$ cat src/rtl/reg_file_wb_pkg.sv
// ---------------------------------------------------------------------------
// reg_file_wb_pkg
//   Shared CPU package for the register file / write-back slice.
//   Holds the default data and address widths and the index of the
//   hard-wired zero register.
// ---------------------------------------------------------------------------
package reg_file_wb_pkg;

  localparam int DATA_W_DEF = 16;  // default register data width
  localparam int ADDR_W_DEF = 4;   // default address width (16 registers)
  localparam int REG_ZERO   = 0;   // register that always reads 0

endpackage : reg_file_wb_pkg

$ cat src/rtl/wb_scoreboard.sv
// ---------------------------------------------------------------------------
// wb_scoreboard
//   One pending bit per register: set when a writing instruction issues,
//   cleared when its write-back arrives, wiped by a pipeline flush.
//
// Ports
//   clk      in   clock, rising edge
//   rst      in   synchronous active-high reset, clears every pending bit
//   sb_set   in   mark sb_addr as write-back pending
//   sb_addr  in   destination being issued
//   wr_en    in   write-back strobe, clears the bit of wr_addr
//   wr_addr  in   write-back destination
//   flush    in   clear all pending bits (wins over sb_set)
//   pending  out  current pending bits, bit 0 is always 0
// ---------------------------------------------------------------------------
module wb_scoreboard
  import reg_file_wb_pkg::*;
#(
  parameter int ADDR_W = ADDR_W_DEF
) (
  input  logic                 clk,
  input  logic                 rst,
  input  logic                 sb_set,
  input  logic [ADDR_W-1:0]    sb_addr,
  input  logic                 wr_en,
  input  logic [ADDR_W-1:0]    wr_addr,
  input  logic                 flush,
  output logic [2**ADDR_W-1:0] pending
);

  localparam logic [ADDR_W-1:0] ZERO_ADDR = ADDR_W'(REG_ZERO);

  logic [2**ADDR_W-1:0] pending_nxt;

  // Ordering sets the priority: clear by write-back, then a new issue to the
  // same register wins, then a flush wipes everything.
  always_comb begin
    // NOTE: start from a full default so no path through this block can infer a latch.
    pending_nxt = pending;
    if (wr_en) begin
      pending_nxt[wr_addr] = 1'b0;
    end
    if (sb_set && (sb_addr != ZERO_ADDR)) begin
      pending_nxt[sb_addr] = 1'b1;
    end
    if (flush) begin
      pending_nxt = '0;
    end
  end

  always_ff @(posedge clk) begin
    // NOTE: sequential state uses non-blocking assignments only, so every
    // flop samples the pre-edge values regardless of statement order.
    if (rst) begin
      pending <= '0;
    end else begin
      pending <= pending_nxt;
    end
  end

endmodule : wb_scoreboard

$ cat src/rtl/reg_file_wb.sv
// ---------------------------------------------------------------------------
// reg_file_wb
//   2-read / 1-write register file with write-back scoreboard. Register 0 is
//   hard-wired to zero. Reads are combinational; writes land at the edge.
//
//   Optional feature: define REG_BYPASS_EN to forward w_data_to_reg to a read
//   port addressing the register being written in the same cycle (and report
//   that port as not busy). Without it, such a read returns the old value.
//
// Ports
//   clk, rst             clock and synchronous active-high reset
//   wr_en, wr_addr       write-back strobe and destination
//   w_data_to_reg        write-back data
//   rd_addr_a/b          read-port addresses
//   rd_data_a/b          read-port data
//   sb_set, sb_addr      issue of a writing instruction (marks pending)
//   flush                clear all pending marks
//   busy_a/b             read address has a pending write-back
//   stall                busy_a | busy_b
// ---------------------------------------------------------------------------
module reg_file_wb
  import reg_file_wb_pkg::*;
#(
  parameter int DATA_W = DATA_W_DEF,
  parameter int ADDR_W = ADDR_W_DEF
) (
  input  logic              clk,
  input  logic              rst,
  input  logic              wr_en,
  input  logic [ADDR_W-1:0] wr_addr,
  input  logic [DATA_W-1:0] w_data_to_reg,
  input  logic [ADDR_W-1:0] rd_addr_a,
  input  logic [ADDR_W-1:0] rd_addr_b,
  output logic [DATA_W-1:0] rd_data_a,
  output logic [DATA_W-1:0] rd_data_b,
  input  logic              sb_set,
  input  logic [ADDR_W-1:0] sb_addr,
  input  logic              flush,
  output logic              busy_a,
  output logic              busy_b,
  output logic              stall
);

  localparam int                NUM_REGS  = 2**ADDR_W;
  localparam logic [ADDR_W-1:0] ZERO_ADDR = ADDR_W'(REG_ZERO);

  logic [DATA_W-1:0]   regs [NUM_REGS];
  logic [NUM_REGS-1:0] pending;

  wb_scoreboard #(.ADDR_W(ADDR_W)) u_scoreboard (
    .clk     (clk),
    .rst     (rst),
    .sb_set  (sb_set),
    .sb_addr (sb_addr),
    .wr_en   (wr_en),
    .wr_addr (wr_addr),
    .flush   (flush),
    .pending (pending)
  );

  always_ff @(posedge clk) begin
    if (rst) begin
      // NOTE: the array is reset on purpose (architectural zero state), which
      // keeps it in flops; drop this loop only if the array moves to RAM.
      for (int i = 0; i < NUM_REGS; i++) begin
        regs[i] <= '0;
      end
    end else if (wr_en && (wr_addr != ZERO_ADDR)) begin
      regs[wr_addr] <= w_data_to_reg;
    end
  end

  // Reads are forced to zero while rst is high so the ports are clean in the
  // reset cycle itself, not only after the edge.
  always_comb begin
    rd_data_a = (rd_addr_a == ZERO_ADDR) ? '0 : regs[rd_addr_a];
    rd_data_b = (rd_addr_b == ZERO_ADDR) ? '0 : regs[rd_addr_b];
    busy_a    = pending[rd_addr_a];
    busy_b    = pending[rd_addr_b];
`ifdef REG_BYPASS_EN
    if (wr_en && (wr_addr != ZERO_ADDR) && (rd_addr_a == wr_addr)) begin
      rd_data_a = w_data_to_reg;
      busy_a    = 1'b0;
    end
    if (wr_en && (wr_addr != ZERO_ADDR) && (rd_addr_b == wr_addr)) begin
      rd_data_b = w_data_to_reg;
      busy_b    = 1'b0;
    end
`endif
    if (rst) begin
      rd_data_a = '0;
      rd_data_b = '0;
      busy_a    = 1'b0;
      busy_b    = 1'b0;
    end
  end

  assign stall = busy_a | busy_b;

endmodule : reg_file_wb

$ cat config.mk
export PLATFORM = sky130hd
export DESIGN_NAME = reg_file_wb
export DESIGN_NICKNAME = d
export VERILOG_FILES = /design/src/rtl/reg_file_wb_pkg.sv /design/src/rtl/wb_scoreboard.sv /design/src/rtl/reg_file_wb.sv
export SDC_FILE = /design/constraint.sdc
export NUM_CORES = 1
export LEC_CHECK = 0
export ABC_AREA = 1
export BUFFER_PORTS_ARGS = -buffer_cell sky130_fd_sc_hd__buf_2
export CAP_MARGIN = 20
export CORE_AREA = 2 2 199 201
export DETAILED_ROUTE_END_ITERATION = 7
export DIE_AREA = 0 0 201 203
export GPL_ROUTABILITY_DRIVEN = 0
export GPL_TIMING_DRIVEN = 0
export MAX_ROUTING_LAYER = met4
export RECOVER_POWER = 100
export SYNTH_ARGS = -nofsm -noshare
export SYNTH_HDL_FRONTEND = slang
export SYNTH_SLANG_ARGS = --single-unit
$ cat constraint.sdc
create_clock -name clk -period 1.9 [get_ports clk]
set_input_delay 0.095 -clock clk [delete_from_list [all_inputs] [get_ports clk]]
set_output_delay 0.095 -clock clk [all_outputs]
set_load 0.01 [all_outputs]
After elaboration in Yosys (flattened, before gate mapping)
Memory sizes are Yosys's and may differ from the RTL's.
Cells that the tools add are included.
{"block": "classes", "n_lt_le_gt_ge": 6, "mux": 24, "n_bitwise": 4, "n_reduce_logical": 10}
{"cell": "$mux W16", "n": 7}
{"cell": "$lt A4 B5 Y1 const B", "n": 4}
{"cell": "$and A16 B16 Y16", "n": 1}
{"cell": "$not A16 Y16", "n": 1}
{"cell": "$or A16 B16 Y16", "n": 1}
{"cell": "$reduce_or A16 Y1", "n": 1}
{"cell": "$mux W1", "n": 12}
{"cell": "$bmux W1 S4", "n": 2}
{"cell": "$demux W1 S4", "n": 2}
{"cell": "$ge A4 B1 Y1 const B", "n": 2}
{"cell": "$logic_not A4 Y1", "n": 2}
{"cell": "$reduce_bool A4 Y1", "n": 2}
{"cell": "$logic_and A1 B1 Y1", "n": 4}
{"cell": "$mux W4", "n": 1}
{"cell": "$reduce_or A2 Y1", "n": 1}
{"cell": "$or A1 B1 Y1", "n": 1}
{"block": "totals", "ff_bits": 16, "ramBits": 256, "output_inout_bits": 35, "wordCells": 46, "mem_count": 1}
{"memory": "regs", "depth": 16, "word_bits": 16, "rd": 2, "rd_ports_with_merged_regs": 0, "write_ports": 16, "line_no": "reg_file_wb.sv:47", "source": "logic [DATA_W-1:0] regs [NUM_REGS];"}

Logic depth before layout (Yosys ltp)
{"block": "logic_depth", "ltp_word": 9, "depth_mapped": 11, "ltp_nobuf": 10}

Cells and area by module
Synthesis repeated with hierarchy kept, for this count alone.
{"block": "hier_totals", "cells_unflattened": 1818, "hier_area_um2": 14991.9}
{"module": "reg_file_wb", "instances": 1, "cells_per_inst": 1703, "area_each_um2": 14216.1, "seq_area_each_um2": 7687.4}
{"module": "wb_scoreboard", "instances": 1, "cells_per_inst": 115, "area_each_um2": 775.7, "seq_area_each_um2": 320.3}

Worst setup path before layout
OpenSTA, ideal clock, no wires.
{"block": "synth_timing", "path_type": "input to register", "startpoint": "in rst", "endpoint": "mem regs[10][0] in the netlist's numbering (enable)", "setup_ps": 372, "arrival_ps": 1279, "required_time_ps": 1528, "path_slack_ps": 249, "stages": 6, "n_path_buf": 3, "path_cell_list": "buf_2 -> nor3_4 -> buf_12 -> nand3_4 -> buf_6 -> nand2_1"}
{"element": "start, declared", "line_no": "reg_file_wb.sv:28", "source": "input logic rst,"}
{"element": "end, declared", "line_no": "reg_file_wb.sv:47"}

Worst setup path in the final report
{"block": "layout_timing", "startpoint": "in rd_addr_b[1]", "endpoint": "out rd_data_b[5]"}
{"block": "layout_via", "elab_chain_cells": 3, "elab_cells_between_ends": 4}
{"element": "start, declared", "line_no": "reg_file_wb.sv:33", "source": "input logic [ADDR_W-1:0] rd_addr_b,"}
{"element": "$mem_v2 Z16 W16 or $logic_not A4 Y1 (tied branches)"}
{"element": "$mux W16 (*)", "line_no": "reg_file_wb.sv:77", "source": "rd_data_b = (rd_addr_b == ZERO_ADDR) ? '0 : regs[rd_addr_b];"}
{"element": "$mux W16 (*)", "line_no": "reg_file_wb.sv:90", "source": "if (rst) begin"}
{"element": "end, declared", "line_no": "reg_file_wb.sv:35", "source": "output logic [DATA_W-1:0] rd_data_b,"}
Every way passes the cells marked *; elsewhere a longest branch is shown, timed or not.

==> run summary <==
Proportion of netlist area held by the largest area contributor -> 0.503
Int Pwr -> 10900 uW
Buffer depth of the longest clock path -> 3
Final cell utilization of the core -> 0.466
HPWL reported at the end of detailed placement -> 41.8 mm
Data arrival time of the critical path -> 1940 ps
Root buffer selected by CTS -> sky130_fd_sc_hd__clkbuf_16
Count of yosys warnings during synthesis -> 0
Post-layout min period -> 2030 ps
H-tree depth -> 1
Data required time of the critical path -> 1800 ps
Number of antenna violations at the first check in global routing -> 0
Total Routed Length -> 56.4 mm
Wirelength per Cell -> 22.7 um
Antenna cell count -> 0
Combinational share of power -> 0.149
Die extent in y -> 203 um
Overall die area -> 40800 um2
Ratio of cells with drive above 1 in the final layout -> 0.195
End of the worst register-to-register path -> u_scoreboard.pending[8]
Critical path peak fanout -> 10
Final cell area excluding filler cells -> 17900 um2
Number of buffers added on ports -> 65
Via count of the first global-routing pass -> 13.8k
Net switching fraction of the power -> 0.285
Design Power -> 15200 uW
Net count, final -> 1975
TritonCTS Sinks -> 272
Maximum vdd ir drop -> 0.757 mV
Number of iterations in the first detailed-routing pass -> 8
Initial Util -> 0.397
Result of the run -> complete, but fails checks
Final cycle utilization of the critical path -> 1.07
Hold worst-path end -> regs[6][7]
Clock Latency Late Sink -> 550 ps
GRT Overall Usage -> 0.278
Via total after detailed routing -> 14.5k
Cell area reported after detailed placement -> 16300 um2
Via density per instance -> 5.83
Largest area contributor in the synthesized netlist -> sky130_fd_sc_hd__edfxtp_1
Post-route ant nets -> 0
Power per cell area -> 850 nW/um2
Count of endpoints failing hold in the final timing report -> 21
Number of placed I/O pins -> 72
Register area share after synthesis -> 0.524
Cells after synthesis -> 1804
Startpoint types -> input pin
Highest achievable clock rate -> 0.492 GHz
Global-route wire length before repair -> 83.1 mm
Type of the worst setup path -> input pin to primary output
Leak Pwr -> 0.00691 uW
CTS tree -> built
Ranking of synthesized cells by area -> sky130_fd_sc_hd__edfxtp_1, sky130_fd_sc_hd__o21ai_0, sky130_fd_sc_hd__nor2_1, sky130_fd_sc_hd__a21oi_1, sky130_fd_sc_hd__nand2_1
Largest net degree at the start of global routing -> 17
Mapped Avg Cell Area -> 8.48 um2
Switching power -> 4330 uW
CP delay by family, top -> buffers and inverters
Critical path's slowest cell -> sky130_fd_sc_hd__buf_2
Reg-to-reg slack, setup -> 750 ps
Slew @ Worst Pin -> 1120 ps
Initial drt markers -> 1796
Hold Path Stages -> 3
Number of setup violations in the final report -> 24
Unrepaired setup endpoints after global routing -> yes
CP Depth -> 8
Global-route congestion overflow total -> 0
Start point of the worst hold path -> w_data_to_reg[7]
Remaining DRCs -> 0
Max cap viols -> 0
Violations in the final reports -> hold timing, setup timing
Launch point of the worst reg-to-reg path -> u_scoreboard.pending[8]
Buf+Inv Stages, Crit Path -> 4
Relative slew slack -> 0.252
Hold_ws -> -14.6 ps
Final Max Slew Viols -> 0
Seq cells post-synth -> 272
Summed instance area of the synthesized netlist -> 15300 um2
Number of buffers inserted during clock tree synthesis -> 30
Area growth syn-to-layout -> 17.2%
Clock slew at reported path FFs -> 60 ps
CP cell instances -> buf_2, buf_2, buf_2, o21ai_1, o211ai_1, nand3_2, nor2_2, buf_2
Fin Clk Skew -> 0 ps
Worst r2r path cells -> 3
Filler Cells Inserted -> 3741
Class of the tightest hold or removal check -> input pin to flip-flop
Die width -> 201 um
Cell Count, Final, Fillers Out -> 2480
Sort of element at the end of the critical path -> primary output
Unique masters post-synth -> 28
Floorplan core area -> 38500 um2
Worst path setup slack after routing -> -131 ps
Number of placed instances with taps included -> 2402
Part of the total power dissipated in the clock network -> 0.388
Most Frequent Cell on Critical Path -> sky130_fd_sc_hd__buf_2
Std cell rows -> 72
Register share of total power -> 0.463
Largest incremental delay on the critical path -> 340 ps
==> logic make-up (layout without fill, tap and decap cells) <==
kind of cell    after synthesis  in the layout  share of synthesized area
buf+inv                     300            443                     0.0831
compound gates              547            547                      0.193
simple gates                684            684                      0.200
flops                       272            272                      0.524
other cells                   1             16                   0.000245
==> layout make-up <==
cell class | count | area, um2 | share of cell area
clock inverter | 22 | 194 | 0.0108
multi-input combinational | 1247 | 6330 | 0.353
sequential | 272 | 8010 | 0.447
clock buffer | 34 | 787 | 0.0439
buffer | 142 | 754 | 0.0421
tap | 518 | 648 | 0.0362
inverter | 158 | 596 | 0.0332
timing repair buffer | 87 | 598 | 0.0334
==> worst max path at each step <==
stage	slack, ps	from	to
3_3_place_gp	-450	wr_en	regs[12][0]
2_1_floorplan	250	rst	regs[10][0]
5_1_grt	-140	regs[13][15]	rd_data_b[15]
4_1_cts	-70	regs[2][5]	rd_data_b[5]
6_report	-130	rd_addr_b[1]	rd_data_b[5]
3_5_place_dp	-500	wr_en	regs[12][0]
==> stage by stage <==
step                      TNS [ps]  setup slack (ps)
after CTS                     -416             -74.3
after floorplan                  0               249
after global placement      -75080              -454
after detailed placement    -85950              -497
final                         -850              -131
after global routing         -8330              -139
==> layout by cell type (no fill, tap or decap), types with 5 or more instances in the layout <==
cell and count:
sky130_fd_sc_hd__nor2_1 312, sky130_fd_sc_hd__edfxtp_1 256, sky130_fd_sc_hd__nand2_1 196, sky130_fd_sc_hd__a21oi_1 192
sky130_fd_sc_hd__o21ai_0 157, sky130_fd_sc_hd__inv_1 121, sky130_fd_sc_hd__o21ai_1 81, sky130_fd_sc_hd__buf_2 79
sky130_fd_sc_hd__o211ai_1 77, sky130_fd_sc_hd__clkbuf_1 60, sky130_fd_sc_hd__nand3_1 57, sky130_fd_sc_hd__nor2_2 52
sky130_fd_sc_hd__clkbuf_2 34, sky130_fd_sc_hd__inv_2 34, sky130_fd_sc_hd__a21oi_2 34, sky130_fd_sc_hd__clkbuf_16 31
sky130_fd_sc_hd__nand2_2 22, sky130_fd_sc_hd__dlygate4sd3_1 21, sky130_fd_sc_hd__nor2_4 20, sky130_fd_sc_hd__buf_6 19
sky130_fd_sc_hd__conb_1 16, sky130_fd_sc_hd__dfxtp_1 13, sky130_fd_sc_hd__nand3_2 11, sky130_fd_sc_hd__buf_4 10
sky130_fd_sc_hd__clkinv_2 9, sky130_fd_sc_hd__nand3_4 7, sky130_fd_sc_hd__clkinv_1 7, sky130_fd_sc_hd__buf_1 5
sky130_fd_sc_hd__nor3_1 5, sky130_fd_sc_hd__clkinvlp_4 5
==> flip-flops by register name (all words and copies together) (netlist names) <==
name	cells
u_scoreboard.pending	16
regs	256
==> worst reg2reg max path, cell delays in order (launching register included) <==
cell                            delay (ps)
sky130_fd_sc_hd__dfxtp_1               350
sky130_fd_sc_hd__nand2_1                60
sky130_fd_sc_hd__a21oi_1               110
sky130_fd_sc_hd__dlygate4sd3_1         570
==> synth_stat cells <==
cell,n
sky130_fd_sc_hd__a31oi_2,2
sky130_fd_sc_hd__nand3_4,8
sky130_fd_sc_hd__conb_1,1
sky130_fd_sc_hd__buf_4,3
sky130_fd_sc_hd__buf_12,2
sky130_fd_sc_hd__o31ai_1,3
sky130_fd_sc_hd__nor2_1,306
sky130_fd_sc_hd__nor3_4,1
sky130_fd_sc_hd__o21ai_0,238
sky130_fd_sc_hd__dfxtp_1,16
sky130_fd_sc_hd__inv_2,11
sky130_fd_sc_hd__buf_6,7
sky130_fd_sc_hd__nor2_2,67
sky130_fd_sc_hd__clkinv_1,1
sky130_fd_sc_hd__o211ai_1,77
sky130_fd_sc_hd__nand3_1,67
sky130_fd_sc_hd__nor2_4,11
sky130_fd_sc_hd__inv_1,146
sky130_fd_sc_hd__a21oi_1,226
sky130_fd_sc_hd__nand2_4,2
sky130_fd_sc_hd__clkbuf_1,81
sky130_fd_sc_hd__o21ai_1,1
sky130_fd_sc_hd__buf_1,11
sky130_fd_sc_hd__nor3_1,5
sky130_fd_sc_hd__nand2_1,213
sky130_fd_sc_hd__buf_2,38
sky130_fd_sc_hd__nand2_2,4
sky130_fd_sc_hd__edfxtp_1,256
==> power groups by stage <==
| stage | logic (uW) | clock network (uW) | registers [uW] |
|---|---|---|---|
| after floorplan | 1210 | 0 | 7090 |
| after global placement | 1950 | 0 | 7140 |
| after detailed placement | 1980 | 0 | 7160 |
| after CTS | 2110 | 5890 | 7030 |
| after global routing | 2410 | 6120 | 7080 |
| final | 2270 | 5920 | 7050 |
==> repair_timing <==
| action | CTS | global route |
|---|---|---|
| gates resized for setup | 129 | 188 |
| hold buffers | 21 | 0 |
| buffers inserted | 0 | 1 |
| hold endpoints to repair | 33 | 0 |
| pin swaps | 55 | 86 |
| setup endpoints to repair | 32 | 83 |
==> per-layer routing <==
metal,vias up,global-route usage,wire length (um)
met4,0,0.110,2520
li1,6403,-,-
met3,178,0.0377,6200
met1,6899,0.375,22600
met2,983,0.425,25100
met5,-,-,0
(Power assumes the default switching activity.)
